[config.mk]
export PLATFORM = sky130hd
export DESIGN_NAME = gilbert_channel_monitor
export DESIGN_NICKNAME = d
export VERILOG_FILES = /design/src/rtl/gilbert_channel_monitor.sv
export SDC_FILE = /design/constraint.sdc
export NUM_CORES = 1
export LEC_CHECK = 0
export CAP_MARGIN = 5
export CORE_ASPECT_RATIO = 1.1
export CORE_MARGIN = 1
export CORE_UTILIZATION = 38
export CTS_BUF_LIST = sky130_fd_sc_hd__clkbuf_16
export CTS_CLUSTER_SIZE = 25
export DETAILED_ROUTE_END_ITERATION = 10
export DONT_BUFFER_PORTS = 1
export HOLD_SLACK_MARGIN = 0.05
export PLACE_DENSITY = 0.63
export REMOVE_ABC_BUFFERS = 1
export SLEW_MARGIN = 20
export SYNTH_ARGS = -nofsm -noshare
export SYNTH_HDL_FRONTEND = slang
export SYNTH_SLANG_ARGS = --single-unit
[constraint.sdc]
create_clock -name clk -period 4.7 [get_ports clk]
set_input_delay 1.175 -clock clk [delete_from_list [all_inputs] [get_ports clk]]
set_output_delay 1.175 -clock clk [all_outputs]
set_load 0.02 [all_outputs]
[src/rtl/gilbert_channel_monitor.sv]
// Gilbert channel monitor: collects per-window statistics of a two-state (good/bad) channel.
// Every 2^WINDOW_LOG2 valid samples it publishes a report through a valid/ready handshake.
//
// Ports:
//   clk           rising-edge clock
//   reset         synchronous, active-high reset
//   sample_valid  qualifies SNR/state; invalid cycles are ignored
//   SNR           5-bit unsigned SNR of the current sample
//   state         channel state of the current sample (0 = good, 1 = bad)
//   report_ready  consumer accepts the current report
//   report_valid  a window report is held on the report outputs
//   avg_snr       floor of the mean SNR over the window
//   bad_count     number of bad samples in the window
//   burst_count   number of bad bursts in the window (saturating)
//   burst_max     longest bad burst in the window, in samples (saturating)
//   overrun       sticky: a report was overwritten before it was accepted
module gilbert_channel_monitor #(
   parameter int unsigned WINDOW_LOG2 = 8
) (
   input  logic                   clk,
   input  logic                   reset,
   input  logic                   sample_valid,
   input  logic [4:0]             SNR,
   input  logic                   state,
   input  logic                   report_ready,
   output logic                   report_valid,
   output logic [4:0]             avg_snr,
   output logic [WINDOW_LOG2:0]   bad_count,
   output logic [15:0]            burst_count,
   output logic [15:0]            burst_max,
   output logic                   overrun
);

   localparam int unsigned CntW = WINDOW_LOG2;
   localparam int unsigned SumW = 5 + WINDOW_LOG2;
   localparam int unsigned BadW = WINDOW_LOG2 + 1;

   typedef enum logic [1:0] {StIdle, StGood, StBad} st_e;

   st_e             st_q, st_d;
   logic [CntW-1:0] cnt_q, cnt_d;
   logic [15:0]     run_q, run_d;
   logic [15:0]     bcnt_q, bcnt_d;
   logic [15:0]     bmax_q, bmax_d;
   logic [SumW-1:0] sum_q, sum_d;
   logic [BadW-1:0] bad_q, bad_d;

   logic            rv_q, rv_d;
   logic [4:0]      avg_q, avg_d;
   logic [BadW-1:0] badc_q, badc_d;
   logic [15:0]     bc_q, bc_d;
   logic [15:0]     bm_q, bm_d;
   logic            ovr_q, ovr_d;

   logic            win_end;
   logic            close;
   logic [15:0]     close_len;
   logic [15:0]     run_next;
   logic [15:0]     bc_next;
   logic [15:0]     bm_next;
   logic [SumW-1:0] sum_next;
   logic [BadW-1:0] bad_next;
   st_e             st_next;

   function automatic logic [15:0] sat_inc(input logic [15:0] v);
      return (v == 16'hFFFF) ? v : v + 16'd1;
   endfunction

   assign win_end = sample_valid && (cnt_q == {CntW{1'b1}});

   always_comb begin
      st_d      = st_q;
      cnt_d     = cnt_q;
      run_d     = run_q;
      bcnt_d    = bcnt_q;
      bmax_d    = bmax_q;
      sum_d     = sum_q;
      bad_d     = bad_q;
      rv_d      = rv_q;
      avg_d     = avg_q;
      badc_d    = badc_q;
      bc_d      = bc_q;
      bm_d      = bm_q;
      ovr_d     = ovr_q;
      close     = 1'b0;
      close_len = '0;
      run_next  = run_q;
      st_next   = st_q;
      sum_next  = sum_q + SumW'(SNR);
      bad_next  = bad_q + {{WINDOW_LOG2{1'b0}}, state};

      if (sample_valid) begin
         if (state) begin
            run_next = sat_inc(run_q);
            st_next  = StBad;
         end else begin
            // A good sample terminates a burst in progress.
            if (st_q == StBad) begin
               close     = 1'b1;
               close_len = run_q;
            end
            run_next = '0;
            st_next  = StGood;
         end
         // Bursts are split at the window edge: a bad window-end sample closes its burst here.
         if (win_end && state) begin
            close     = 1'b1;
            close_len = run_next;
         end
      end

      bc_next = close ? sat_inc(bcnt_q) : bcnt_q;
      bm_next = (close && (close_len > bmax_q)) ? close_len : bmax_q;

      if (sample_valid) begin
         if (win_end) begin
            avg_d  = 5'(sum_next >> WINDOW_LOG2);
            badc_d = bad_next;
            bc_d   = bc_next;
            bm_d   = bm_next;
            cnt_d  = '0;
            run_d  = '0;
            bcnt_d = '0;
            bmax_d = '0;
            sum_d  = '0;
            bad_d  = '0;
            st_d   = StIdle;
         end else begin
            cnt_d  = cnt_q + CntW'(1);
            run_d  = run_next;
            bcnt_d = bc_next;
            bmax_d = bm_next;
            sum_d  = sum_next;
            bad_d  = bad_next;
            st_d   = st_next;
         end
      end

      // A new report always wins; it only counts as an overrun if the old one was not taken.
      if (win_end) begin
         rv_d = 1'b1;
         if (rv_q && !report_ready) begin
            ovr_d = 1'b1;
         end
      end else if (rv_q && report_ready) begin
         rv_d = 1'b0;
      end
   end

   always_ff @(posedge clk) begin
      if (reset) begin
         st_q   <= StIdle;
         cnt_q  <= '0;
         run_q  <= '0;
         bcnt_q <= '0;
         bmax_q <= '0;
         sum_q  <= '0;
         bad_q  <= '0;
         rv_q   <= 1'b0;
         avg_q  <= '0;
         badc_q <= '0;
         bc_q   <= '0;
         bm_q   <= '0;
         ovr_q  <= 1'b0;
      end else begin
         st_q   <= st_d;
         cnt_q  <= cnt_d;
         run_q  <= run_d;
         bcnt_q <= bcnt_d;
         bmax_q <= bmax_d;
         sum_q  <= sum_d;
         bad_q  <= bad_d;
         rv_q   <= rv_d;
         avg_q  <= avg_d;
         badc_q <= badc_d;
         bc_q   <= bc_d;
         bm_q   <= bm_d;
         ovr_q  <= ovr_d;
      end
   end

   assign report_valid = rv_q;
   assign avg_snr      = avg_q;
   assign bad_count    = badc_q;
   assign burst_count  = bc_q;
   assign burst_max    = bm_q;
   assign overrun      = ovr_q;

endmodule
### Word level (Yosys, flattened, before mapping)

Cells that the tools add are included.

| storage, ports and cells | value |
|---|---|
| input port bits | 10 |
| output and inout port bits | 48 |
| word-level logic and storage cells | 55 |
| bits in registers | 128 |

| operators by class | value |
|---|---|
| magnitude comparators | 1 |
| equal/unequal tests | 4 |
| add/sub/neg operators | 5 |
| reduce and logical (&&, ||, !) cells | 9 |
| muxes and demuxes | 23 |

Operators by type and width:

| kind | count |
|---|---|
| $mux 16 | 12 |
| $add 16x1->16 const B | 2 |
| $eq 16x16->1 const B | 2 |
| $gt 16x16->1 | 1 |
| $add 13x5->13 | 1 |
| $mux 13 | 1 |
| $add 9x1->9 | 1 |
| $mux 9 | 1 |
| $add 8x1->8 const B | 1 |
| $eq 8x8->1 const B | 1 |
| $mux 8 | 1 |
| $mux 1 | 6 |
| $logic_and 1x1->1 | 5 |
| $mux 2 | 2 |
| $reduce_and 2->1 | 2 |
| $eq 2x2->1 const B | 1 |
| $reduce_bool 2->1 | 1 |
| $logic_not 1->1 | 1 |

### Longest topological paths before layout

Gate-level depths: netlist of the first run.

| logic depth | value |
|---|---|
| depth after elaboration | 9 |
| mapped depth | 16 |
| mapped depth without buffers | 12 |

### Least setup slack after synthesis of the first run

No wires, ideal clock.

| path | value |
|---|---|
| path type | in2reg |
| from | input sample_valid |
| to | register bm_q[0] (netlist: burst_max[0]) |
| arrival | 4.156 ns |
| slack | 0.465 ns |
| required time | 4.621 ns |
| cell stages on the path | 14 |
| path through | buf_2 nand4_1 or3_1 buf_6 buf_2 or3_1 o21ai_0 ha_1 nand4_1 nor4_1 a21boi_0 o31a_4 mux2_2 a211oi_2 |

| on the way | value |
|---|---|
| cells in the longest elaborated chain, start to end | 7 |
| elaborated cells between the ends (all ways) | 10 |
| classes of those cells | order compare: 1; mux: 5; reduce/logical: 4 |

RTL lines:

| item | RTL line | source |
|---|---|---|
| from (decl) | 22 | `input logic sample_valid,` |
| $logic_and 1x1->1 | 69 | `assign win_end = sample_valid && (cnt_q == {CntW{1'b1}});` |
| $logic_and 1x1->1 | 106 | `if (win_end && state) begin` |
| $mux 16 | 106 |  |
| $mux 16 | 92 | `if (sample_valid) begin` |
| $gt 16x16->1 | 113 | `bm_next = (close && (close_len > bmax_q)) ? close_len : bmax_q;` |
| $logic_and 1x1->1 | 113 |  |
| $mux 16 | 113 |  |
| to (signal assigned) | 177 | `bm_q <= bm_d;` |
| to (decl) | 52 | `logic [15:0] bm_q, bm_d;` |

Parallel ways exist; a longest one is shown, timed or not.
A chain may end at the register's enable or synchronous reset.

### Worst setup path in the final report of the first run

| path | value |
|---|---|
| from | register run_q[0] |
| to | register bm_q[8] (netlist: burst_max[8]) |

| on the way | value |
|---|---|
| cells in the longest elaborated chain, start to end | 8 |
| elaborated cells between the ends (all ways) | 11 |
| classes of those cells | add/sub: 1; order compare: 1; eq/ne: 1; mux: 7; reduce/logical: 1 |

RTL lines:

| item | RTL line | source |
|---|---|---|
| from (decl) | 42 | `logic [15:0] run_q, run_d;` |
| from (signal assigned) | 168 | `run_q <= run_d;` |
| $add 16x1->16 / $eq 16x16->1 (equally long branches) | 66 | `return (v == 16'hFFFF) ? v : v + 16'd1;` |
| $mux 16 | 66 |  |
| $mux 16 | 93 | `if (state) begin` |
| $mux 16 (*) | 106 |  |
| $mux 16 (*) | 92 |  |
| $gt 16x16->1 | 113 |  |
| $logic_and 1x1->1 | 113 |  |
| $mux 16 (*) | 113 |  |

Mark *: on every way between the ends. The rest lies on a longest branch, timed or not.

==> summary.txt, run 1 <==
Synthesis
  – Syn Inst Count: 815
  – Synth unique cells: 68
  – Post-synth EDFFs: 0
  – Simple-Gate Fraction of Synth Area: 23.8%
  – Yosys reg bits: 128
  – Synth Area in XOR/XNOR: 3.57%
  – Largest family of logic cells by synthesized area: simple AND/OR/NAND/NOR gates
  – Post-synth top area share: 38.7%
  – Synth async-reset ratio: 0%
  – Area contributors post-synth: dfxtp_1 (39%), nor2_1 (5.4%), a21oi_1 (5.4%)
  – Synth Area in Compound Gates: 21.3%
  – Synth warn: 0
  – Synth Area in Adders: 5.21%
  – Mapped cell area: 6620 µm²
  – Post-synthesis mux area share: 2.29%
  – Synth Flop Type: dfxtp_1
  – Seq/Total Area, Yosys: 38.7%
  – Syn_area_per_cell: 8.13 µm²
  – Synth area leader: dfxtp_1

Power and ir drop
  – VDD IR-drop max: 0.000229 V
  – Sequential Power Share: 43.9%
  – Clk pwr share: 52.7%
  – Internal power: 1960 µW
  – Gate power share: 3.4%
  – Switch Pwr: 556 µW
  – Power Density: 340 nW/µm²
  – Sw frac: 22.1%
  – Leak: 0.00243 µW

Clock tree
  – CTS H-tree lvls: 4
  – CTS tree: built
  – Total CTS buffers: 17
  – Number of post-CTS setup repair buffers: 0
  – Max Root-Sink Buffers: 2
  – CTS clk-pin slew, worst paths: 60 ps
  – Clock sinks: 128
  – CTS Root Cell: clkbuf_16
  – Post-cts sizing count: 0
  – CTS Hold Bufs: 0
  – Clock latency on the worst-skew pair: 420 ps

Global routing
  – Wire length of the first global-routing pass: 27.0 mm
  – Initial antenna violation count: 0
  – Remaining Overflow, GRT: 0
  – Number of global-route vias before repair: 5333
  – Tot GR Track Use: 18.9%
  – Largest net degree at the start of global routing: 94

STA
  – Final setup fails: 0
  – Fin crit period: 4320 ps
  – RSZ-0062 raised after global routing: no
  – Final Skew: 8.37 ps
  – Worst slew margin: 37.5%
  – Worst Max-Slew Pin Slew: 937 ps
  – Max Clk Rate: 231 MHz
  – Setup_tns: 0 ps
  – Hold slack: 457 ps
  – Final max-slew violation count: 0
  – Final worst path period share: 92.0%
  – Final Hold Viols: 0

Floorplan
  – Top Ports: 58
  – Die Span Y: 140 µm
  – Effective utilization at floorplan: 38.9%
  – Die area: 18000 µm²
  – Core Area: 17000 µm²
  – DIE WIDTH: 128 µm
  – Row count: 50

Worst setup path
  – Type of origin of the critical path: register
  – Arrival @ worst endpoint: 4570 ps
  – CP Capture Type: register
  – RR Startpoint: run_q[0]
  – R2r worst-path depth: 13
  – Critical Path RT: 4950 ps
  – CP delay by family, top: simple AND/OR/NAND/NOR gates
  – Slowest-stage cell, CP: dfxtp_1
  – Reg2reg setup slack: 380 ps
  – Largest stage delay, worst path: 490 ps
  – Crit Path Max Fanout: 14
  – Critical-path cell list: ha_1 > and4_1 > nand4_1 > a41oi_1 > a31oi_1 > ha_1 > nand4_1 > nor4_1 > a21boi_0 > o31a_4 > buf_4 > mux2i_1 > a211oi_1
  – CP Class: reg -> reg
  – CP Buf/Inv Count: 1
  – FF-to-FF End: burst_max[8]

Route
  – Post-route ant nets: 0
  – Vias per inst: 5.61
  – WL final: 16.4 mm
  – DR pass1 iterations: 5
  – Starting DRT DRC Count: 376
  – Post-route DRC: 0
  – Vias: 5822
  – Per-cell routed wire length: 15.8 µm

Place
  – Post-DP HPWL: 10.8 mm
  – Placed cell areas: 6800 µm²
  – Placed Cells: 1006
  – Count of input and output buffers: 0
  – Final GP Congestion: 0.870

Finish
  – Share of cells above drive strength 1: 8.08%
  – FF+latch area: 2560 µm²
  – Final net count: 828
  – Post-Layout Inst Area: 7390 µm²
  – Post-Route Utilization: 43.4%
  – # diodes: 0
  – Area of the multi-input gates: 3740 µm²
  – Area Overhead vs Synth: 11.5%
  – Fill cells: 1722
  – Finished Layout Cells: 1038

Hold path
  – Hold_sp: bad_q[0]
  – Hold path depth: 2
  – Worst Hold Class: reg -> reg
  – Hold EP: bad_q[0]

Flow run
  – Max-cap violations: 0

Outcome
  – Run status: complete, no violations
## tightest hold or removal path: stages, from the launching register on
cell,delay (ps)
dfxtp_1,310
nand2_1,50
a21oi_1,50
## how the worst max path moves through the flow
stage | from | endpoint | depth (start not counted)
after CTS | run_q[0] | burst_max[8] | 13
final | run_q[0] | burst_max[8] | 13
after detailed placement | sample_valid | burst_max[8] | 12
after floorplan | sample_valid | burst_max[0] | 11
after global routing | run_q[0] | burst_max[8] | 13
after global placement | sample_valid | burst_max[8] | 12
## sequential cells by signal, summed over array words and instances (netlist names)
register      cells
bcnt_q           16
burst_count      16
cnt_q             8
report_valid      1
bad_q             9
st_q              2
bmax_q           16
run_q            16
burst_max        16
bad_count         9
overrun           1
sum_q            13
avg_snr           5
## cell type report
type                       instances  share of cell area, %
clock buffer                      17                   5.76
clock inverter                    15                   2.25
tap                              234                   3.96
multi-input combinational        606                   50.6
sequential                       128                   34.7
inverter                          22                   1.12
timing repair buffer              16                   1.63
## logic make-up (layout without fill, tap and decap cells)
| group | after synthesis | in the layout |
|---|---|---|
| adder cells (fa/ha/maj) | 27 | 27 |
| multiplexers | 15 | 15 |
| AO/OA/AOI/OAI | 221 | 221 |
| buffers and inverters | 81 | 70 |
| AND/OR/NAND/NOR | 316 | 316 |
| flip-flops | 128 | 128 |
| XOR/XNOR | 27 | 27 |
## power groups by stage
stage                     registers, µW  logic [µW]  clock network, µW
final                              1100        85.8               1320
after global placement             1130        84.6                  0
after CTS                          1100        86.3               1350
after floorplan                    1120        63.3                  0
after detailed placement           1130        85.4                  0
after global routing               1100        98.1               1400
## cell usage in the layout (no fill, tap or decap), types with 6 or more instances in the layout
| cell type | Yosys | final |
|---|---|---|
| nor2_1 | 95 | 94 |
| a21o_1 | 7 | 7 |
| nand3_1 | 45 | 45 |
| inv_1 | 20 | 20 |
| xnor2_1 | 15 | 15 |
| nand2_1 | 61 | 60 |
| a211oi_1 | 22 | 22 |
| ha_1 | 26 | 26 |
| a31oi_1 | 21 | 21 |
| clkbuf_16 | 0 | 17 |
| nor4_1 | 6 | 6 |
| o21ai_0 | 50 | 50 |
| dfxtp_1 | 128 | 128 |
| mux2i_1 | 14 | 14 |
| or3_1 | 13 | 13 |
| xor2_1 | 12 | 12 |
| nand2b_1 | 11 | 11 |
| a21oi_1 | 71 | 71 |
| and3_1 | 12 | 12 |
| buf_4 | 3 | 16 |
| nand4_1 | 23 | 23 |
| nor3_1 | 22 | 20 |
## layer usage
metal	track usage, %	routed length (µm)	part of all wire (%)
met1	23.9	7640	46
met2	30.7	7630	46
met3	4.32	804	4.9
met4	7.86	362	2.2
met5	0	0	0
## synthesized netlist by cell type (14+ instances only)
cell	instances
dfxtp_1	128
nor2_1	95
a21oi_1	71
nand2_1	61
o21ai_0	50
nand3_1	45
clkbuf_1	40
ha_1	26
nand4_1	23
a211oi_1	22
nor3_1	22
a31oi_1	21
inv_1	20
xnor2_1	15
mux2i_1	14
## per-stage QoR
step	setup slack, ps	total power [µW]
after floorplan	-1890	1190
final	378	2510
after global placement	410	1210
after global routing	80.5	2600
after CTS	465	2540
after detailed placement	255	1210
Power figures use the tool's default switching activity.
==> run 2: changes to the inputs <==
- CTS_CLUSTER_DIAMETER: default -> 30
- DONT_BUFFER_PORTS: 1 -> default
- PLACE_DENSITY: 0.63 -> 0.67
==> summary.txt, run 2 (synthesis gave the netlist of run 1 again) <==
Clock tree
  – Clock sinks: 128
  – CTS Root Cell: clkbuf_16
  – Number of post-CTS setup repair buffers: 0
  – Post-cts sizing count: 0
  – Max Root-Sink Buffers: 2
  – CTS clk-pin slew, worst paths: 60 ps
  – CTS tree: built
  – Total CTS buffers: 17
  – CTS Hold Bufs: 0
  – Clock latency on the worst-skew pair: 420 ps
  – CTS H-tree lvls: 4

Power and ir drop
  – Final Power: 2480 µW
  – Power Density: 304 nW/µm²
  – Leak: 0.00276 µW
  – VDD IR-drop max: 0.000231 V

Route
  – Per-cell routed wire length: 15.2 µm
  – Starting DRT DRC Count: 503
  – Vias per inst: 5.54
  – Post-route DRC: 0
  – Vias: 6205
  – Post-route ant nets: 0
  – DR pass1 iterations: 5
  – WL final: 17.0 mm

Floorplan
  – Row count: 50
  – Die Span Y: 140 µm
  – Die area: 18000 µm²
  – Effective utilization at floorplan: 38.9%
  – Top Ports: 58
  – Core Area: 17000 µm²
  – DIE WIDTH: 128 µm

Finish
  – Most common cell after layout, fill and taps aside: dfxtp_1
  – Final net count: 911
  – Share of cells above drive strength 1: 9.70%
  – # diodes: 0
  – Post-Route Utilization: 47.9%
  – Fill cells: 1655
  – Area Overhead vs Synth: 23.1%
  – Most frequent cells in the layout: dfxtp_1 (128), nor2_1 (94), a21oi_1 (71), nand2_1 (61), clkdlybuf4s50_1 (56)

STA
  – RSZ-0062 raised after global routing: no
  – Final max-slew violation count: 0
  – Setup_tns: 0 ps
  – Final worst path period share: 94.1%
  – Max Clk Rate: 226 MHz
  – Worst slew margin: 40.2%
  – Worst Max-Slew Pin Slew: 897 ps
  – Worst setup margin: 278 ps
  – Final Hold Viols: 0
  – Final Skew: 11.1 ps
  – Fin crit period: 4420 ps
  – Final setup fails: 0

Worst setup path
  – CP Capture Type: register
  – R2r worst-path depth: 14
  – FF-to-FF End: burst_max[12]
  – Critical Path RT: 4950 ps
  – Arrival @ worst endpoint: 4670 ps
  – Type of origin of the critical path: primary input
  – Crit Path Max Fanout: 12
  – RR Startpoint: run_q[0]
  – Reg2reg setup slack: 470 ps
  – CP Class: in -> reg

Global routing
  – Initial antenna violation count: 0
  – Remaining Overflow, GRT: 0
  – Number of global-route vias before repair: 5622
  – Tot GR Track Use: 19.4%
  – Largest net degree at the start of global routing: 94
  – Wire length of the first global-routing pass: 28.0 mm

Place
  – Count of input and output buffers: 57
  – Final GP Congestion: 0.918
  – Post-Place Worst Slack: -138 ps
  – Post-DP HPWL: 11.1 mm

Hold path
  – Worst Hold Class: reg -> reg
  – Hold EP: st_q[1]
  – Hold_sp: st_q[1]
  – Hold path depth: 2

Flow run
  – Max-cap violations: 0

Outcome
  – Run status: complete, no violations
-- run 2: cell types whose count changed in the layout (fill, tap and decap cells not counted), sizes merged --
| cell | before | now |
|---|---|---|
| clkdlybuf4s50 | 0 | 56 |
| inv | 23 | 24 |
| bufinv | 3 | 2 |
| clkinv | 9 | 8 |
| clkinvlp | 2 | 3 |
| buf | 16 | 43 |
-- run 2: worst max-delay path: stages --
cell	delay [ps]
clkdlybuf4s50_1	570
nand4_1	140
or3_1	470
buf_4	230
nor3_1	180
o221a_2	220
ha_1	120
nand4_1	100
nor4_1	380
a21boi_0	340
o31a_4	250
buf_12	150
mux2i_1	230
a211oi_1	100
-- run 2: metrics by stage --
stage,cell area (µm²),std cells,hold slack (ps)
after floorplan,6360,756,430
after global placement,7600,1089,440
after detailed placement,7600,1089,454
after CTS,8150,1121,462
after global routing,8150,1121,481
final,8150,1121,459
-- run 2: power breakdown --
group | switching (µW) | total [µW] | internal (µW)
Clock | 495 | 1260 | 765
Combinational | 75.2 | 119 | 43.4
Sequential | 7.43 | 1100 | 1090
-- run 2: per-layer routing --
metal | track usage [%] | part of all wire, % | up-vias
li1 | - | - | 3094
met1 | 25.4 | 46 | 2885
met2 | 31.5 | 47 | 201
met3 | 3.44 | 4.9 | 25
met4 | 7.93 | 1.7 | 0
met5 | 0 | 0 | -
-- run 2: worst max path at each step --
stage                 startpoint       endpoint  depth (start not counted)
finish              sample_valid  burst_max[12]                         14
global route        sample_valid  burst_max[12]                         14
global placement    sample_valid   burst_max[0]                         13
CTS                 sample_valid   burst_max[0]                         13
detailed placement  sample_valid  burst_max[14]                         14
floorplan           sample_valid   burst_max[0]                         11
-- run 2: layout make-up --
cell class / instances / area, µm² / share of cell area (%)
Clock inverter: 15 / 128 / 1.57
Tap cell: 234 / 293 / 3.59
Inverter: 22 / 82.6 / 1.01
Timing Repair Buffer: 99 / 931 / 11.4
Multi-Input combinational cell: 606 / 3730 / 45.8
Clock buffer: 17 / 425 / 5.22
Sequential cell: 128 / 2560 / 31.4
==> run 3: changes to the inputs <==
- ABC_CLOCK_PERIOD_IN_PS: default -> 4700
- DONT_BUFFER_PORTS: default -> 1
- PLACE_DENSITY: 0.67 -> 0.63
==> results of run 3 <==
No change in the layout: final DEF, timing and power equal those of run 1.
